`src/rtl/peri_pkg.sv`:
```
// Shared types and defaults for the peripheral write buffer.
package peri_pkg;

  localparam int PERI_AW    = 16;
  localparam int PERI_DW    = 16;
  localparam int PERI_DEPTH = 4;

  typedef enum logic {
    IDLE    = 1'b0,
    PRESENT = 1'b1
  } wbuf_state_t;

  // count has to hold 0..DEPTH inclusive, so it needs one more code than the pointers
  function automatic int cnt_w(input int depth);
    return $clog2(depth + 1);
  endfunction

  localparam int PERI_CW = cnt_w(PERI_DEPTH);

endpackage

```
`src/rtl/peri_wbuf_fifo.sv`:
```
// Circular store queue with optional same-address merge into the tail entry.
module peri_wbuf_fifo
  import peri_pkg::*;
#(
  parameter int AW       = PERI_AW,
  parameter int DW       = PERI_DW,
  parameter int DEPTH    = PERI_DEPTH,
  parameter bit MERGE_EN = 1'b1
) (
  input  logic                      clk,
  input  logic                      rst_n,
  input  logic                      clear,
  input  logic                      push,
  input  logic                      pop,
  input  logic [AW-1:0]             wr_addr,
  input  logic [DW-1:0]             wr_data,
  output logic [cnt_w(DEPTH)-1:0]   count,
  output logic                      empty,
  output logic [AW-1:0]             head_addr,
  output logic [DW-1:0]             head_data,
  output logic [AW-1:0]             next_addr,
  output logic [DW-1:0]             next_data
);

  localparam int PW = $clog2(DEPTH);
  localparam int CW = cnt_w(DEPTH);

  logic [AW-1:0] addr_mem [DEPTH];
  logic [DW-1:0] data_mem [DEPTH];

  logic [PW-1:0] head, tail, tail_last, head_succ, wr_ptr;
  logic          merge, alloc;
  logic [CW-1:0] count_next;

  assign tail_last  = tail - PW'(1);
  assign head_succ  = head + PW'(1);
  // With count>=2 the tail entry is never the presented head, so merging is safe
  assign merge      = MERGE_EN && push && (count >= CW'(2)) && (addr_mem[tail_last] == wr_addr);
  assign alloc      = push && !merge;
  assign wr_ptr     = merge ? tail_last : tail;
  assign count_next = count + CW'(alloc) - CW'(pop);

  // Read ports forward this cycle's write so the presenter never loads stale data
  assign head_addr = (push && wr_ptr == head)      ? wr_addr : addr_mem[head];
  assign head_data = (push && wr_ptr == head)      ? wr_data : data_mem[head];
  assign next_addr = (push && wr_ptr == head_succ) ? wr_addr : addr_mem[head_succ];
  assign next_data = (push && wr_ptr == head_succ) ? wr_data : data_mem[head_succ];

  always_ff @(posedge clk or negedge rst_n) begin
    if (!rst_n) begin
      head  <= '0;
      tail  <= '0;
      count <= '0;
      empty <= 1'b1;
    end else if (clear) begin
      head  <= '0;
      tail  <= '0;
      count <= '0;
      empty <= 1'b1;
    end else begin
      if (alloc) tail <= tail + PW'(1);
      if (pop)   head <= head_succ;
      count <= count_next;
      empty <= (count_next == '0);
    end
  end

  always_ff @(posedge clk) begin
    if (push && !clear) begin
      addr_mem[wr_ptr] <= wr_addr;
      data_mem[wr_ptr] <= wr_data;
    end
  end

endmodule

```
`src/rtl/peri_write_buffer.sv`:
```
// Store buffer between the pipeline store path and a ready-handshaked peripheral write bus.
module peri_write_buffer
  import peri_pkg::*;
#(
  parameter int AW       = PERI_AW,
  parameter int DW       = PERI_DW,
  parameter int DEPTH    = PERI_DEPTH,
  parameter bit MERGE_EN = 1'b1
) (
  input  logic                    clk,
  input  logic                    rst_n,
  input  logic                    boot_up,
  input  logic                    st_valid,
  input  logic [AW-1:0]           st_addr,
  input  logic [DW-1:0]           st_data,
  output logic                    st_stall,
  input  logic                    peri_ready,
  output logic                    peri_web,
  output logic [AW-1:0]           peri_addr,
  output logic [DW-1:0]           peri_datao,
  output logic [cnt_w(DEPTH)-1:0] count,
  output logic                    empty
);

  localparam int CW = cnt_w(DEPTH);

  wbuf_state_t   state, state_next;
  logic          push, pop, load_head, load_next;
  logic [AW-1:0] head_addr, next_addr;
  logic [DW-1:0] head_data, next_data;

  assign st_stall = boot_up || (count == CW'(DEPTH));
  assign push     = st_valid && !st_stall;
  assign pop      = !peri_web && peri_ready && !boot_up;

  peri_wbuf_fifo #(
    .AW       (AW),
    .DW       (DW),
    .DEPTH    (DEPTH),
    .MERGE_EN (MERGE_EN)
  ) u_fifo (
    .clk       (clk),
    .rst_n     (rst_n),
    .clear     (boot_up),
    .push      (push),
    .pop       (pop),
    .wr_addr   (st_addr),
    .wr_data   (st_data),
    .count     (count),
    .empty     (empty),
    .head_addr (head_addr),
    .head_data (head_data),
    .next_addr (next_addr),
    .next_data (next_data)
  );

  always_ff @(posedge clk or negedge rst_n) begin
    if (!rst_n) state <= IDLE;
    else        state <= state_next;
  end

  // After a transfer the successor slot becomes the head, so it is loaded directly
  always_comb begin
    state_next = state;
    load_head  = 1'b0;
    load_next  = 1'b0;
    case (state)
      IDLE: begin
        if (count != '0 || push) begin
          state_next = PRESENT;
          load_head  = 1'b1;
        end
      end
      PRESENT: begin
        if (pop) begin
          if (count >= CW'(2) || push) load_next  = 1'b1;
          else                         state_next = IDLE;
        end
      end
      default: state_next = IDLE;
    endcase
    if (boot_up) begin
      state_next = IDLE;
      load_head  = 1'b0;
      load_next  = 1'b0;
    end
  end

  always_ff @(posedge clk or negedge rst_n) begin
    if (!rst_n) begin
      peri_web   <= 1'b1;
      peri_addr  <= '0;
      peri_datao <= '0;
    end else begin
      peri_web <= (state_next == IDLE);
      if (load_head) begin
        peri_addr  <= head_addr;
        peri_datao <= head_data;
      end else if (load_next) begin
        peri_addr  <= next_addr;
        peri_datao <= next_data;
      end
    end
  end

endmodule

```
`config.mk`:
```
export PLATFORM = sky130hd
export DESIGN_NAME = peri_write_buffer
export DESIGN_NICKNAME = d
export VERILOG_FILES = /design/src/rtl/peri_pkg.sv /design/src/rtl/peri_wbuf_fifo.sv /design/src/rtl/peri_write_buffer.sv
export SDC_FILE = /design/constraint.sdc
export NUM_CORES = 1
export LEC_CHECK = 0
export ABC_AREA = 1
export CORE_MARGIN = 4
export CORE_UTILIZATION = 64
export DETAILED_ROUTE_END_ITERATION = 7
export GPL_TIMING_DRIVEN = 0
export HOLD_SLACK_MARGIN = 0.12
export PLACE_DENSITY = 0.95
export SLEW_MARGIN = 25
export SYNTH_ARGS = -nofsm -noshare
export SYNTH_HDL_FRONTEND = slang
export SYNTH_SLANG_ARGS = --single-unit
export TNS_END_PERCENT = 100
```
`constraint.sdc`:
```
create_clock -name clk -period 6 [get_ports clk]
set_input_delay 1.2 -clock clk [delete_from_list [all_inputs] [get_ports clk]]
set_output_delay 1.2 -clock clk [all_outputs]
set_load 0.005 [all_outputs]
```
Yosys cells after proc, flatten, opt, wreduce, memory -nomap -nowiden
Memory sizes are Yosys's and may differ from the RTL's. Index checks and enable logic that the tools add are counted.

Memory bits (writable): 128. Memories kept: 2. Bits in registers: 42. Output and inout bits: 38. ROM bits: 0. Bits in latches: 0. Bits of input ports: 37. Logic and storage cells: 70.

Divide/modulo/power cells: 0. Reductions and logical operators: 21. Shifts and indexed selects: 0. Add/sub/neg operators: 5. Muxes and demuxes: 27. Order comparisons: 1. Eq/ne operators: 4. Bitwise operators: 2. Multiply operators: 0.

Memory list: u_fifo.addr_mem (depth 4, width 16, rd ports 3, clocked after memory_dff 0, write ports 1, RTL line peri_wbuf_fifo.sv:28) `logic [AW-1:0] addr_mem [DEPTH];`; u_fifo.data_mem (depth 4, width 16, rd ports 2, clocked after memory_dff 0, write ports 1, RTL line peri_wbuf_fifo.sv:29) `logic [DW-1:0] data_mem [DEPTH];`.

Operator list (count): 16-bit 2-to-1 mux (8); 16-bit == test (1); 1-bit 2-to-1 mux (12); 2-bit 2-to-1 mux (5); 1-bit logical AND (9); 2-bit nonzero test (3); 2-bit by 1-bit adder with 2-bit output (second input constant) (2); 2-bit == test (2); 1-bit logical NOT (4); 3-bit by 1-bit adder with 3-bit output (1); 3-bit == test (second input constant) (1); 3-bit by 2-bit >= comparator with 1-bit output (second input constant) (1); 3-bit logical NOT (1); 1-bit logical OR (3); 3-bit 2-to-1 mux (1); 3-bit nonzero test (1); 3-bit by 1-bit subtractor with 3-bit output (1); 1-bit inverter (2); 1-bit one-hot mux with 2 select lines (1); 2-bit by 1-bit subtractor with 2-bit output (second input constant) (1).

Depth between registers and ports, before layout
Gate-level depths: netlist of run 1.

Depth after elaboration: 12. Mapped depth: 24. Depth with buffers taken out: 21.

Hierarchy
A second synthesis of run 1 with hierarchy kept.

Cell total of the unflattened synthesis: 1358. Area, all modules: 10186.0 sq um.

Modules (own cells, without submodules): peri_wbuf_fifo (cells an instance 1092, area each 8368.0 sq um, sequential area each 4045.1 sq um, instances 1); peri_write_buffer (cells an instance 266, area each 1818.0 sq um, sequential area each 852.1 sq um, instances 1).

Worst setup path before layout of run 1
Ideal clock, no wire load.

Kind: in2reg. Start point: in boot_up. End point: mem u_fifo.addr_mem[1][0] in the netlist's numbering, enable pin. Buffers on the path: 0. Slack: 1.812 ns. Setup time: 0.421 ns. Required time: 5.579 ns. Cell stages on the path: 13. Data arrival time: 3.767 ns. Cell sequence: inv_2 -> nand3_1 -> inv_2 -> nand2_1 -> nor2_1 -> nand3_1 -> nor2_4 -> nand3_1 -> nand2_1 -> inv_1 -> nor2_1 -> inv_1 -> nor2_1.

Cells in the longest elaborated chain, start to end: 6. Elaborated cells between the ends (all ways): 10. Classes of those cells: 3 x mux; 7 x reduce/logical.

RTL lines: start: declaration (RTL line peri_write_buffer.sv:12) `input logic boot_up,`; 1-bit logical OR (RTL line peri_write_buffer.sv:32) `assign st_stall = boot_up || (count == CW'(DEPTH));`; 1-bit logical NOT (RTL line peri_write_buffer.sv:33) `assign push = st_valid && !st_stall;`; 1-bit logical AND (RTL line peri_write_buffer.sv:33); 1-bit logical AND (on tied branches) (RTL line peri_wbuf_fifo.sv:69, peri_wbuf_fifo.sv:38); 1-bit 2-to-1 mux / 1-bit logical AND (equally long branches) (RTL line peri_wbuf_fifo.sv:69, peri_wbuf_fifo.sv:38); 1-bit 2-to-1 mux (not written as such) / 2-bit 2-to-1 mux (equally long branches) (RTL line peri_wbuf_fifo.sv:70, peri_wbuf_fifo.sv:40); end: declaration (RTL line peri_wbuf_fifo.sv:28).

Parallel ways exist; a longest one is shown, timed or not.

Worst setup path after layout of run 1
Start point: in boot_up. End point: mem u_fifo.addr_mem[0][6] in the netlist's numbering, enable pin.

The elaborated chain is that of the path after synthesis.

==> flow_metrics.env, run 1 <==
export IMPL_antenna_found_initial=0
export IMPL_track_usage_pct=38.0
export IMPL_seq_power_share_pct=35.0
export IMPL_crit_buf_inv=6
export IMPL_relSlewSlack_pct=43.7
export IMPL_power_frac_comb_pct=38.1
export IMPL_avgRoutedWirePerCell_um=20.9
export IMPL_p_leak_nw=5.36
export IMPL_rsz0062_at_grt="no"
export IMPL_worst_path_max_delay_cell="clkdlybuf4s50_1"
export IMPL_placed_cell_area_mm2=0.0113
export IMPL_drc=7
export IMPL_cts_tree="yes"
export IMPL_setup_tns_final_ps=0
export IMPL_initial_core_util_pct=65.7
export IMPL_io_buffers=74
export IMPL_powerDensity_mw_per_mm2=367
export IMPL_ys_seq_elements=170
export IMPL_end_kind="flop"
export IMPL_rows=45
export IMPL_critPathKind="input port to flop"
export IMPL_dr_pass1_iters=8
export IMPL_via_per_inst=6.41
export IMPL_grt_pass1_vias=9944
export IMPL_crit_required_ps=6140
export IMPL_layout_drive_gt1_share_pct=7.50
export IMPL_fmax_ghz=0.227
export IMPL_worstSetupStartpointType="input port"
export IMPL_num_vias=10400
export IMPL_cp_max_fo=18
export IMPL_p_sw_mw=1.64
export IMPL_hold_viol_final=0
export IMPL_cts_max_path_buffers=2
export IMPL_violations="DRC"
export IMPL_critical_path_top_delay_family="buffers and inverters"
export IMPL_hpwl_um=22900
export IMPL_cts_repair_timing_setup_buffer_count=0
export IMPL_dieHeight_um=133
export IMPL_switching_share_pct=37.8
export IMPL_syn_to_final_growth_pct=18.1
export IMPL_cts_max_level=4
export IMPL_syn_num_nets=1341
export IMPL_cap_violations=0
export IMPL_io_pins=75
export IMPL_core_mm2=0.0153
export IMPL_grt_max_degree=23
export IMPL_yosysWarnings=0
export IMPL_path_cells="clkdlybuf4s50_1 > inv_2 > nand3_1 > inv_2 > clkbuf_1 > clkbuf_1 > nand2_1 > nor2_4 > buf_12"
export IMPL_stdcell_area_mm2=0.0119
export IMPL_cts_buffers=17
export IMPL_hp_class="flop to flop"
export IMPL_avgSynthCellArea_um2=7.74
export IMPL_final_cell_count_no_fill=1624
export IMPL_vdd_drop_max_uv=359
export IMPL_drv_slew=0
export IMPL_max_stage_delay_ps=580
export IMPL_skew_ps=13.9
export IMPL_drtIter0Drc=2060
export IMPL_cts_resized=0
export IMPL_worstMarginPinSlew_ps=845
export IMPL_crit_arrival_ps=4540
export IMPL_layout_worst_path_cycle_share_pct=73.4
export IMPL_status="finished, violations left"
export IMPL_num_antenna_cells=0
export IMPL_die_w_um=133
export IMPL_hold_buffers=0
export IMPL_root_buffer="clkbuf_16"
export IMPL_insertion_delay_ps=450
export IMPL_grt_pass1_wl_um=52300
export IMPL_syn_inst=1300
export IMPL_ys_types=32
export IMPL_clk_pin_slew_ps=70
export IMPL_die_area_mm2=0.0178
export IMPL_dp_cells=1592
export IMPL_grt_overflow_total=0
export IMPL_pwr_share_clk_pct=27.0
export IMPL_nets=1441
export IMPL_post_route_min_period_ps=4400
export IMPL_synth_seq_area_share_pct=48.7
export IMPL_drt_wl_total_um=34000
export IMPL_r2r_setup_slack_ps=2300
export IMPL_fin_util_pct=77.6
export IMPL_finalSetupViolations=0
export IMPL_internal_power_mw=2.71
export IMPL_clock_sinks=170
export IMPL_synth_area_mm2=0.0101
export IMPL_gp_congestion=0.984
export IMPL_postRouteAntennaNets=0
[final timing paths]
check                                            from                         endpoint  cells past startpoint
max                                           boot_up  u_fifo.addr_mem[0][6]$_DFFE_PP_                      9
min                        peri_datao[11]$_DFFE_PN0P_       peri_datao[11]$_DFFE_PN0P_                      2
max reg2reg                u_fifo.tail[1]$_DFFE_PN0P_  u_fifo.addr_mem[1][6]$_DFFE_PP_                     17
min reg2reg                peri_datao[11]$_DFFE_PN0P_       peri_datao[11]$_DFFE_PN0P_                      2
max in group asynchronous                       rst_n         peri_addr[4]$_DFFE_PN0P_                      2
min in group asynchronous                       rst_n        peri_datao[0]$_DFFE_PN0P_                      1
[routing by layer]
metal / vias to the layer above / global-route usage, % / part of all wire (%)
li1: 4542 / - / -
met1: 4674 / 47.7 / 34
met2: 980 / 58.8 / 44
met3: 209 / 12.8 / 16
met4: 0 / 19.9 / 5.9
met5: - / 0 / 0
[sequential cells by signal, summed over array words and instances (netlist names)]
signal,count
u_fifo.tail,2
peri_web,1
state,1
u_fifo.head,2
u_fifo.addr_mem,64
peri_addr,16
u_fifo.empty,1
u_fifo.count,3
peri_datao,16
u_fifo.data_mem,64
[power groups by stage]
stage / Combinational, mW / Sequential [mW] / Clock [mW]
after CTS: 1.59 / 1.52 / 1.17
after global placement: 1.51 / 1.54 / 0
after global routing: 1.78 / 1.54 / 1.22
after floorplan: 0.912 / 1.54 / 0
final: 1.66 / 1.52 / 1.17
after detailed placement: 1.57 / 1.54 / 0
[placed cells by master, fill, tap and decap left out, types with 17 or more instances in the layout]
| cell type | Yosys | routed |
|---|---|---|
| nand2_1 | 411 | 411 |
| inv_1 | 154 | 154 |
| edfxtp_1 | 128 | 128 |
| nand3_1 | 97 | 97 |
| a21oi_1 | 94 | 94 |
| clkdlybuf4s50_1 | 0 | 73 |
| o21ai_0 | 70 | 70 |
| nor2_1 | 73 | 69 |
| nand4_1 | 66 | 66 |
| clkbuf_1 | 41 | 42 |
| dfrtp_1 | 40 | 40 |
| o221ai_1 | 31 | 31 |
| buf_2 | 22 | 23 |
| nand2_2 | 18 | 18 |
| clkbuf_16 | 0 | 17 |
[cell usage after synthesis]
| cell type | n | area share, % |
|---|---|---|
| edfxtp_1 | 128 | 38 |
| dfrtp_1 | 40 | 9.9 |
| fa_1 | 1 | 0.20 |
| clkinv_1 | 2 | 0.075 |
| inv_2 | 4 | 0.15 |
| a211oi_1 | 1 | 0.075 |
| nor2_4 | 1 | 0.11 |
| clkbuf_1 | 41 | 1.5 |
| nand4_1 | 66 | 4.1 |
| buf_2 | 22 | 1.1 |
| nand2_1 | 411 | 15 |
| nand2_4 | 1 | 0.11 |
| a21oi_1 | 94 | 4.7 |
| nand3_2 | 1 | 0.099 |
| nand2_2 | 18 | 1.1 |
| o21ai_1 | 5 | 0.25 |
| buf_6 | 8 | 0.90 |
| nand3_1 | 97 | 4.8 |
| o22ai_1 | 6 | 0.37 |
| ha_1 | 3 | 0.37 |
| inv_1 | 154 | 5.7 |
| nor2_2 | 1 | 0.062 |
| o221ai_1 | 31 | 2.7 |
| xnor2_1 | 1 | 0.087 |
| buf_1 | 8 | 0.30 |
| nor3_1 | 4 | 0.20 |
| nand3_4 | 2 | 0.35 |
| o21ai_0 | 70 | 3.5 |
| nor2_1 | 73 | 2.7 |
| buf_4 | 3 | 0.22 |
| a21boi_0 | 1 | 0.075 |
| dfstp_2 | 2 | 0.52 |
[final cells by class]
class | count | area [um2]
flip-flops and latches | 170 | 4900
inverters | 160 | 601
well taps | 211 | 264
fillers | 1104 | 3440
clock buffers | 19 | 443
repair buffers | 81 | 901
clock inverters | 13 | 179
multi-input cells | 888 | 4190
plain buffers | 82 | 407
[worst register-to-register path: stages (launching register included)]
cell and delay, ps:
dfrtp_1 590, nand2_2 220, nand2_2 180, buf_6 200, nand2_1 90, nand3_1 80, nand2_1 120, nor2_1 120
nand3_1 100, nor2_2 180, nand3_1 170, nand2_1 150, inv_1 60, nor2_1 140, inv_1 130, nor2_4 440
buf_16 220, buf_8 190
[per-stage QoR]
| stage | worst slack [ps] | power [mW] | hold WS (ps) |
|---|---|---|---|
| 2_1_floorplan | 1810 | 2.45 | 472 |
| 3_3_place_gp | -474 | 3.04 | 462 |
| 3_5_place_dp | 1310 | 3.11 | 464 |
| 4_1_cts | 1760 | 4.28 | 483 |
| 5_1_grt | 1510 | 4.54 | 514 |
| 6_report | 1600 | 4.35 | 479 |
[logic make-up after synthesis]
| kind of cell | Yosys count | share of synthesized area [%] |
|---|---|---|
| AO/OA/AOI/OAI | 208 | 11.6 |
| XOR/XNOR | 1 | 0.0871 |
| adder cells (fa/ha/maj) | 4 | 0.572 |
| buffers and inverters | 242 | 10.0 |
| flip-flops | 170 | 48.7 |
| AND/OR/NAND/NOR | 675 | 29.0 |
No activity file was read; power rests on OpenSTA's default activity.
==> inputs of run 2 (changes only) <==
CORE_UTILIZATION = 54   (was 64)
PLACE_DENSITY = 0.86   (was 0.95)
clock period = 3.9 ns   (was 6 ns; I/O delays follow)
==> run 2 against run 1 <==
  * The flow still finishes with violations (DRC)
  * Global-route usage is 5.7 points lower
  * Worst setup slack lost 1400 ps
  * Via count is 2.4% lower
  * Final cell count up 1.4%
  * Sequential power grew 53%
  * Critical endpoint is now u_fifo.data_mem[0][3]$_DFFE_PP_
  * Power increased by 51%
  * Worst hold slack lost 260 ps
  * Critical path depth increased by 1
  * Non-clock buffer count is 5 higher
  * Wire length fell by 1.1%
  * Final area rose by 0.52%
  * Sequential share of layout area down 0.21 points
==> flow_metrics.env, run 2 (synthesis results as in run 1) <==
export IMPL_skew_ps=9.54
export IMPL_cap_violations=0
export IMPL_drt_wl_total_um=33600
export IMPL_die_area_mm2=0.0209
export IMPL_insertion_delay_ps=450
export IMPL_wl_met2_um=14300
export IMPL_cts_buffers=17
export IMPL_crit_buf_inv=7
export IMPL_grt_max_degree=33
export IMPL_root_buffer="clkbuf_16"
export IMPL_critical_path_top_delay_family="buffers and inverters"
export IMPL_fmax_ghz=0.268
export IMPL_stdcell_area_mm2=0.0119
export IMPL_p_leak_nw=5.39
export IMPL_relSlewSlack_pct=33.7
export IMPL_dieHeight_um=145
export IMPL_violations="DRC"
export IMPL_r2r_start="u_fifo.tail[1]$_DFFE_PN0P_"
export IMPL_dr_max_layer_used="met4"
export IMPL_cts_max_level=4
export IMPL_path_cells="clkdlybuf4s50_1 > inv_2 > nand3_1 > inv_2 > clkbuf_1 > clkbuf_2 > nand2_1 > nor2_4 > buf_16 > buf_16"
export IMPL_dr_pass1_iters=8
export IMPL_r2r_setup_slack_ps=320
export IMPL_crit_required_ps=4050
export IMPL_clock_sinks=170
export IMPL_max_stage_delay_ps=550
export IMPL_hp_class="input port to asynchronous set/reset pin"
export IMPL_nets=1446
export IMPL_postRouteAntennaNets=0
export IMPL_post_route_min_period_ps=3740
export IMPL_reg2reg_to="u_fifo.data_mem[1][3]$_DFFE_PP_"
export IMPL_track_usage_pct=32.3
export IMPL_setup_tns_final_ps=0
export IMPL_core_mm2=0.0181
export IMPL_met1Wirelength_um=12200
export IMPL_avgRoutedWirePerCell_um=20.4
export IMPL_syn_to_final_growth_pct=18.7
export IMPL_hold_buffers=0
export IMPL_dp_slack_ps=-339
export IMPL_io_pins=75
export IMPL_io_buffers=74
export IMPL_drv_slew=0
export IMPL_crit_arrival_ps=3890
export IMPL_final_common_cell="nand2_1"
export IMPL_cp_max_fo=13
export IMPL_num_antenna_cells=0
export IMPL_drtIter0Drc=1943
export IMPL_clk_pin_slew_ps=60
export IMPL_grt_overflow_total=0
export IMPL_mostFrequentLayoutCells="nand2_1 (411), inv_1 (154), edfxtp_1 (128)"
export IMPL_final_cell_count_no_fill=1647
export IMPL_grt_pass1_vias=9700
export IMPL_rsz0062_at_grt="no"
export IMPL_status="finished, violations left"
export IMPL_setup_ws_ps=165
export IMPL_powerDensity_mw_per_mm2=552
export IMPL_finalSetupViolations=0
export IMPL_antenna_found_initial=0
export IMPL_layout_drive_gt1_share_pct=7.97
export IMPL_dp_cells=1610
export IMPL_cts_tree="yes"
export IMPL_drc=1
export IMPL_hold_viol_final=0
export IMPL_layout_worst_path_cycle_share_pct=95.8
export IMPL_die_w_um=145
export IMPL_num_vias=10200
export IMPL_vdd_drop_max_uv=366
export IMPL_placed_cell_area_mm2=0.0113
export IMPL_hpwl_um=22900
export IMPL_rows=49
export IMPL_fill_cells=1489
export IMPL_reg_top3="u_fifo.addr_mem x64, u_fifo.data_mem x64"
export IMPL_end_kind="flop"
export IMPL_worst_path_max_delay_cell="clkdlybuf4s50_1"
export IMPL_reg2reg_depth=16
export IMPL_initial_core_util_pct=55.4
export IMPL_worstSetupStartpointType="input port"
export IMPL_met3_length_um=5260
export IMPL_critPathKind="input port to flop"
export IMPL_fin_hold_ws_ps=218
export IMPL_worstMarginPinSlew_ps=994
export IMPL_grt_pass1_wl_um=51100
export IMPL_cts_max_path_buffers=2
export IMPL_via_per_inst=6.17
export IMPL_gp_congestion=1.02
[run 2: worst max path at each step]
stage | depth (start not counted) | slack, ps | start | end
6_report | 10 | 160 | boot_up | u_fifo.data_mem[0][3]$_DFFE_PP_
5_1_grt | 15 | 30 | boot_up | u_fifo.addr_mem[1][4]$_DFFE_PP_
4_1_cts | 15 | 120 | boot_up | u_fifo.addr_mem[3][4]$_DFFE_PP_
3_5_place_dp | 15 | -340 | boot_up | u_fifo.data_mem[3][0]$_DFFE_PP_
3_3_place_gp | 14 | -2190 | boot_up | u_fifo.addr_mem[3][9]$_DFFE_PP_
2_1_floorplan | 13 | 130 | boot_up | u_fifo.addr_mem[1][0]$_DFFE_PP_
[run 2: through the flow]
stage	util, %	total power [mW]
after floorplan	-	3.77
after global placement	61.1	4.74
after detailed placement	62.3	4.82
after CTS	65.5	6.48
after global routing	65.8	6.89
final	65.8	6.59
[run 2: layer usage]
layer	vias to the layer above	global-route usage, %
li1	4562	-
met1	4539	41.3
met2	870	48.5
met3	185	11.3
met4	0	16.6
met5	-	0
[run 2: what timing repair did]
item	4_1_cts	5_1_grt
setup buffers	0	5
endpoints found under the setup margin	0	51
gates resized for setup	0	2
hold endpoints to repair	0	0
[run 2: power by group]
part           switching (mW)  total (mW)  internal (mW)
registers               0.129        2.33           2.21
logic                    1.64        2.57          0.933
clock network           0.761        1.68          0.923
[run 2: layout make-up]
| class | instances | area (um2) | area share (%) |
|---|---|---|---|
| clock inverters | 12 | 100 | 0.838 |
| inverters | 160 | 601 | 5.03 |
| flip-flops and latches | 170 | 4900 | 41.0 |
| well taps | 229 | 287 | 2.40 |
| plain buffers | 82 | 408 | 3.42 |
| repair buffers | 86 | 971 | 8.13 |
| multi-input cells | 888 | 4190 | 35.1 |
| clock buffers | 20 | 489 | 4.10 |
